<file path="src/rtl/inst_fetch_sram_pkg.sv">
// Shared definitions for the instruction-fetch SRAM responder: state encoding,
// SRAM control levels, constant words and the fetch-window range check.
package inst_fetch_sram_pkg;

    localparam int unsigned WORD_W  = 32;
    localparam int unsigned SRAM_AW = 20;
    localparam int unsigned CNT_W   = 4;

    typedef enum logic [1:0] {
        StIdle   = 2'd0,
        StAccess = 2'd1,
        StDone   = 2'd2
    } state_e;

    localparam logic ENABLE_N  = 1'b0;
    localparam logic DISABLE_N = 1'b1;

    localparam logic [WORD_W-1:0] ZERO_WORD = 32'h0000_0000;
    localparam logic [WORD_W-1:0] NOP_WORD  = 32'h0000_0000;

    // 33-bit compare so base + 4*words cannot wrap past 2^32.
    function automatic logic addr_in_range(input logic [31:0] addr,
                                           input logic [31:0] base,
                                           input int unsigned words);
        logic [32:0] w_lo;
        logic [32:0] w_hi;
        w_lo = {1'b0, base};
        w_hi = w_lo + (33'(words) << 2);
        return ({1'b0, addr} >= w_lo) && ({1'b0, addr} < w_hi);
    endfunction

endpackage

</file>
<file path="src/rtl/inst_fetch_sram_if.sv">
// PC-side fetch handshake between the PC stage (master) and the SRAM responder (slave).
interface inst_fetch_sram_if;
    import inst_fetch_sram_pkg::*;

    logic              req_i;
    logic [WORD_W-1:0] addr_i;
    logic              flush_i;
    logic              rdy_o;
    logic [WORD_W-1:0] inst_o;
    logic              err_o;
    logic              stall_o;

    modport master (
        output req_i, addr_i, flush_i,
        input  rdy_o, inst_o, err_o, stall_o
    );

    modport slave (
        input  req_i, addr_i, flush_i,
        output rdy_o, inst_o, err_o, stall_o
    );

endinterface

</file>
<file path="src/rtl/inst_fetch_sram.sv">
// Instruction-fetch responder: reads one 32-bit word from base SRAM per request,
// holding ce_n/oe_n low for WAIT_CYCLES, and returns it with a one-cycle ready pulse.
module inst_fetch_sram
    import inst_fetch_sram_pkg::*;
#(
    parameter int unsigned WAIT_CYCLES = 2,
    parameter logic [31:0] BASE_ADDR   = 32'h8000_0000,
    parameter int unsigned RAM_WORDS   = 1048576
) (
    input  logic                    clk_i,
    input  logic                    rst_n_i,
    inst_fetch_sram_if.slave        fetch,
    output logic [SRAM_AW-1:0]      base_ram_addr_o,
    input  logic [WORD_W-1:0]       base_ram_data_i,
    output logic                    base_ram_ce_n_o,
    output logic                    base_ram_oe_n_o,
    output logic                    base_ram_we_n_o,
    output logic [3:0]              base_ram_be_n_o
);

    localparam logic [CNT_W-1:0] CNT_INIT = CNT_W'(WAIT_CYCLES - 1);

    state_e              r_state, w_state_d;
    logic [CNT_W-1:0]    r_cnt, w_cnt_d;
    logic [WORD_W-1:0]   r_inst, w_inst_d;
    logic                r_err, w_err_d;
    logic [SRAM_AW-1:0]  r_addr, w_addr_d;
    logic                r_en_n, w_en_n_d;
    logic                w_addr_ok;

    assign w_addr_ok = (fetch.addr_i[1:0] == 2'b00) &&
                       addr_in_range(fetch.addr_i, BASE_ADDR, RAM_WORDS);

    always_ff @(posedge clk_i or negedge rst_n_i) begin
        if (!rst_n_i) begin
            r_state <= StIdle;
            r_cnt   <= '0;
            r_inst  <= NOP_WORD;
            r_err   <= 1'b0;
            r_addr  <= '0;
            r_en_n  <= DISABLE_N;
        end else begin
            r_state <= w_state_d;
            r_cnt   <= w_cnt_d;
            r_inst  <= w_inst_d;
            r_err   <= w_err_d;
            r_addr  <= w_addr_d;
            r_en_n  <= w_en_n_d;
        end
    end

    always_comb begin
        w_state_d = r_state;
        w_cnt_d   = r_cnt;
        w_inst_d  = r_inst;
        w_err_d   = r_err;
        w_addr_d  = r_addr;
        w_en_n_d  = r_en_n;
        unique case (r_state)
            StIdle: begin
                if (fetch.flush_i) begin
                    w_state_d = StIdle;
                end else if (fetch.req_i) begin
                    if (!w_addr_ok) begin
                        w_err_d   = 1'b1;
                        w_inst_d  = ZERO_WORD;
                        w_state_d = StDone;
                    end else begin
                        w_addr_d  = SRAM_AW'((fetch.addr_i - BASE_ADDR) >> 2);
                        w_en_n_d  = ENABLE_N;
                        w_cnt_d   = CNT_INIT;
                        w_state_d = StAccess;
                    end
                end
            end
            StAccess: begin
                if (fetch.flush_i) begin
                    w_en_n_d  = DISABLE_N;
                    w_state_d = StIdle;
                end else if (r_cnt != '0) begin
                    w_cnt_d = r_cnt - CNT_W'(1);
                end else begin
                    w_inst_d  = base_ram_data_i;
                    w_err_d   = 1'b0;
                    w_en_n_d  = DISABLE_N;
                    w_state_d = StDone;
                end
            end
            StDone: begin
                w_state_d = StIdle;
            end
            default: begin
                w_en_n_d  = DISABLE_N;
                w_state_d = StIdle;
            end
        endcase
    end

    // A flush in the DONE cycle swallows the pulse; the PC is being redirected anyway.
    assign fetch.rdy_o   = (r_state == StDone) && !fetch.flush_i;
    assign fetch.stall_o = fetch.req_i && !fetch.rdy_o;
    assign fetch.inst_o  = r_inst;
    assign fetch.err_o   = r_err;

    assign base_ram_addr_o = r_addr;
    assign base_ram_ce_n_o = r_en_n;
    assign base_ram_oe_n_o = r_en_n;
    assign base_ram_we_n_o = 1'b1;
    assign base_ram_be_n_o = 4'b0000;

endmodule

</file>
<file path="src/flat_wrapper.sv">
// flat-port wrapper written by rule: the top's interface ports become plain ports
module inst_fetch_sram_flat import inst_fetch_sram_pkg::*;
#(
    parameter int unsigned WAIT_CYCLES = 2,
    parameter logic [31:0] BASE_ADDR   = 32'h8000_0000,
    parameter int unsigned RAM_WORDS   = 1048576
)
  (clk_i, rst_n_i, base_ram_addr_o, base_ram_data_i, base_ram_ce_n_o, base_ram_oe_n_o, base_ram_we_n_o, base_ram_be_n_o, fetch_req_i, fetch_addr_i, fetch_flush_i, fetch_rdy_o, fetch_inst_o, fetch_err_o, fetch_stall_o);
  inst_fetch_sram_if fetch_i ();
  input  logic clk_i;
  input  logic rst_n_i;
  output logic [SRAM_AW-1:0] base_ram_addr_o;
  input  logic [WORD_W-1:0] base_ram_data_i;
  output logic base_ram_ce_n_o;
  output logic base_ram_oe_n_o;
  output logic base_ram_we_n_o;
  output logic [3:0] base_ram_be_n_o;
  input wire logic [$bits(fetch_i.req_i)-1:0] fetch_req_i;
  input wire logic [$bits(fetch_i.addr_i)-1:0] fetch_addr_i;
  input wire logic [$bits(fetch_i.flush_i)-1:0] fetch_flush_i;
  output wire logic [$bits(fetch_i.rdy_o)-1:0] fetch_rdy_o;
  output wire logic [$bits(fetch_i.inst_o)-1:0] fetch_inst_o;
  output wire logic [$bits(fetch_i.err_o)-1:0] fetch_err_o;
  output wire logic [$bits(fetch_i.stall_o)-1:0] fetch_stall_o;
  assign fetch_i.req_i = fetch_req_i;
  assign fetch_i.addr_i = fetch_addr_i;
  assign fetch_i.flush_i = fetch_flush_i;
  assign fetch_rdy_o = fetch_i.rdy_o;
  assign fetch_inst_o = fetch_i.inst_o;
  assign fetch_err_o = fetch_i.err_o;
  assign fetch_stall_o = fetch_i.stall_o;
  inst_fetch_sram #(.WAIT_CYCLES(WAIT_CYCLES), .BASE_ADDR(BASE_ADDR), .RAM_WORDS(RAM_WORDS)) u_core (.clk_i(clk_i), .rst_n_i(rst_n_i), .fetch(fetch_i), .base_ram_addr_o(base_ram_addr_o), .base_ram_data_i(base_ram_data_i), .base_ram_ce_n_o(base_ram_ce_n_o), .base_ram_oe_n_o(base_ram_oe_n_o), .base_ram_we_n_o(base_ram_we_n_o), .base_ram_be_n_o(base_ram_be_n_o));
endmodule
</file>
<file path="config.mk">
export PLATFORM = sky130hd
export DESIGN_NAME = inst_fetch_sram_flat
export DESIGN_NICKNAME = d
export VERILOG_FILES = /design/src/rtl/inst_fetch_sram_pkg.sv /design/src/rtl/inst_fetch_sram_if.sv /design/src/rtl/inst_fetch_sram.sv /design/src/flat_wrapper.sv
export SDC_FILE = /design/constraint.sdc
export NUM_CORES = 1
export LEC_CHECK = 0
export BUFFER_PORTS_ARGS = -buffer_cell sky130_fd_sc_hd__buf_4
export CORE_MARGIN = 2
export CORE_UTILIZATION = 53
export DETAILED_ROUTE_END_ITERATION = 10
export PLACE_DENSITY_LB_ADDON = 0.2
export SKIP_LAST_GASP = 1
export SLEW_MARGIN = 20
export SYNTH_ARGS = -nofsm -noshare
export SYNTH_HDL_FRONTEND = slang
export SYNTH_SLANG_ARGS = --single-unit
</file>
<file path="constraint.sdc">
create_clock -name clk_i -period 3.9 [get_ports clk_i]
set_input_delay 0.78 -clock clk_i [delete_from_list [all_inputs] [get_ports clk_i]]
set_output_delay 0.78 -clock clk_i [all_outputs]
set_load 0.01 [all_outputs]
</file>
==> reports/qor.yml <==
status: "finished clean"
crit_end: "u_core.fetch.inst_o[0]"
relSlewSlack_pct: 40.6
start_util_pct: 55.2
reg2reg_slack_ps: 1340
crit_arrival_ps: 2770
synth-edff-count: 0
grt_max_degree: 61
path_clk_slew_ps: 70
drt_iter0_markers: 130
finalSetupViolCount: 0
path_common_cell: "buf_4"
reg2reg_to: "u_core.fetch.inst_o[0]"
die_area_sq_um: 6850
crit_slowest_cell: "dfrtp_1"
dp_hpwl_mm: 6.11
ys.flop_type: "dfrtp_1"
dieWidth_microns: 82.8
final.setup.tns_ps: 0
syn_inst: 326
post_drt_wl_per_cell_microns: 17.8
fillCellCount: 447
crit_path_max_incr_delay_ps: 920
period_minus_slack_ps: 2560
cts.sinks: 60
r2r-start: "u_core.r_state[0]"
skew_ps: 6.00
yosysSeqAreaShare_pct: 45.7
path_delay_family: "flip-flops"
io_buffers: 124
drc_errors: 0
async_reset_ff_share_pct: 100
cp_max_fo: 27
grtUsageTotal_pct: 27.5
numCtsBuffers: 9
die_y_microns: 82.8
htreeDepth: 3
antenna_cells: 0
hp-class: "in -> async"
drv_cap: 0
crit_cells: 5
layout_common_cells: "buf_4, dfrtp_1, inv_1"
maxSlewViolCount: 0
worstSetupStartpoint: "u_core.r_state[0]"
wl_mm: 9.15
fmax_ghz: 0.390
cp-end-kind: "register"
clockBufferDepth: 2
ctsResizeCount: 0
synth_cell_type_count: 39
cp-start-kind: "register"
layout.nets: 505
crit_required_ps: 4110
ir_worst_vdd_uv: 211
cp_num_buf_inv: 2
place_ws_ps: 1180
globalplace.congestion: 0.821
grt_overflow: 0
rsz0062_at_grt: "no"
ys_ff_latch: 60
post-route-period-util_pct: 65.7
coreArea_sq_um: 5960
pwr_density_cell_nw_per_um2: 308
cts_tree: "done"
final_common_cell: "buf_4"
crit_type: "reg -> reg"
postCtsSetupRepairBufs: 0
grt_pass1_vias: 2858
cts_hold_buf: 0
hold_viol_final: 0
p_leak_nw: 2.07
io_pins: 130
rows: 28
grt_pass1_wl_mm: 14.1
layout-drive-gt1-share_pct: 40.0
syn_avg_cell_area_sq_um: 10.1
max_slew.worst_pin.slew_ps: 890
synth-warning-count: 0
first_pass_iters: 4
cts_root_buf: "clkbuf_8"
insertion_delay_ps: 340
final_antenna_net_count: 0
setup_ws_ps: 1340
drt-vias-per-instance: 5.88
cp_cell_sequence: "buf_4 > nor4bb_4 > o21a_1 > buf_4 > o211ai_1"
grt_antenna_before_repair: 0
num_vias: 3030
ff2ff_path_depth: 5
area_growth_pct: 34.6
mappedNetlistArea_sq_um: 3290
worst register-to-register path: cells and delay by family (launching register included):
family	cells	cell delay, ps
and+or+nand+nor	1	270
DFF	1	920
AOI/OAI and AO/OA	2	500
buffers and inverters	2	740
cells by family after synthesis:
logic type,synth area share [%]
buf+inv,9.47
other cells,0.228
flops,45.7
mux,9.13
fa+ha+maj,0.761
compound gates,11.5
simple gates,23.2
layout make-up:
type | count | area (sq um) | area share [%]
multi-input combinational | 196 | 1520 | 34.4
sequential | 60 | 1500 | 33.9
timing repair buffer | 132 | 991 | 22.4
inverter | 36 | 135 | 3.05
clock buffer | 10 | 128 | 2.88
tap | 75 | 93.8 | 2.12
clock inverter | 6 | 55.1 | 1.24
cell usage after synthesis, types with 2 or more instances:
library cell	number	share of area (%)
conb_1	2	0.23
nor3b_1	33	7.5
inv_1	36	4.1
ha_1	2	0.76
nand3_1	34	5.2
nand4_1	32	6.1
a2111oi_0	3	0.80
o211ai_1	32	7.3
clkbuf_1	28	3.2
nor2_1	3	0.34
a31oi_1	2	0.38
or4_1	2	0.46
buf_6	2	0.68
o31ai_1	2	0.46
nor2b_1	3	0.57
nor4_1	3	0.57
a41oi_1	2	0.53
dfrtp_1	59	45
or4b_1	2	0.61
mux2_4	20	9.1
buf_4	6	1.4
where the power goes:
part | internal [W] | switching, W
Combinational | 0.0000784 | 0.0000880
Sequential | 0.000637 | 0.0000243
Clock | 0.000289 | 0.000245
metrics by stage:
step / util [%] / instance area, sq um / total power [W] / cells / hold WS (ps)
floorplan: - / 3300 / 0.000738 / 329 / 468
global placement: 71.3 / 4240 / 0.000833 / 499 / 498
detailed placement: 71.3 / 4240 / 0.000838 / 499 / 495
CTS: 74.3 / 4430 / 0.00137 / 515 / 512
global route: 74.3 / 4430 / 0.00142 / 515 / 538
finish: 74.3 / 4430 / 0.00136 / 515 / 506
registers in the layout, summed over array words and instances (netlist names):
name	flops
u_core.base_ram_addr_o	20
u_core.base_ram_ce_n_o	1
u_core.fetch.err_o	1
u_core.fetch.inst_o	32
u_core.r_cnt	4
u_core.r_state	2
per-layer routing:
layer | GRT usage [%] | vias to the layer above | part of all wire, % | wire length (microns)
li1 | - | 1413 | - | -
met5 | 0 | - | 0 | 0
met3 | 6.52 | 10 | 9.7 | 884
met4 | 8.69 | 0 | 1.1 | 104
met1 | 37.1 | 1453 | 43 | 3930
met2 | 44.0 | 154 | 46 | 4230
worst min-delay path by stage:
stage                                             to  depth (start not counted)
after floorplan                      u_core.r_cnt[3]                          1
after global placement     u_core.base_ram_addr_o[9]                          1
after detailed placement  u_core.base_ram_addr_o[11]                          1
after CTS                 u_core.base_ram_addr_o[11]                          1
after global routing      u_core.base_ram_addr_o[11]                          1
final                     u_core.base_ram_addr_o[10]                          1
Note: power is estimated with default switching activity, not from simulation.
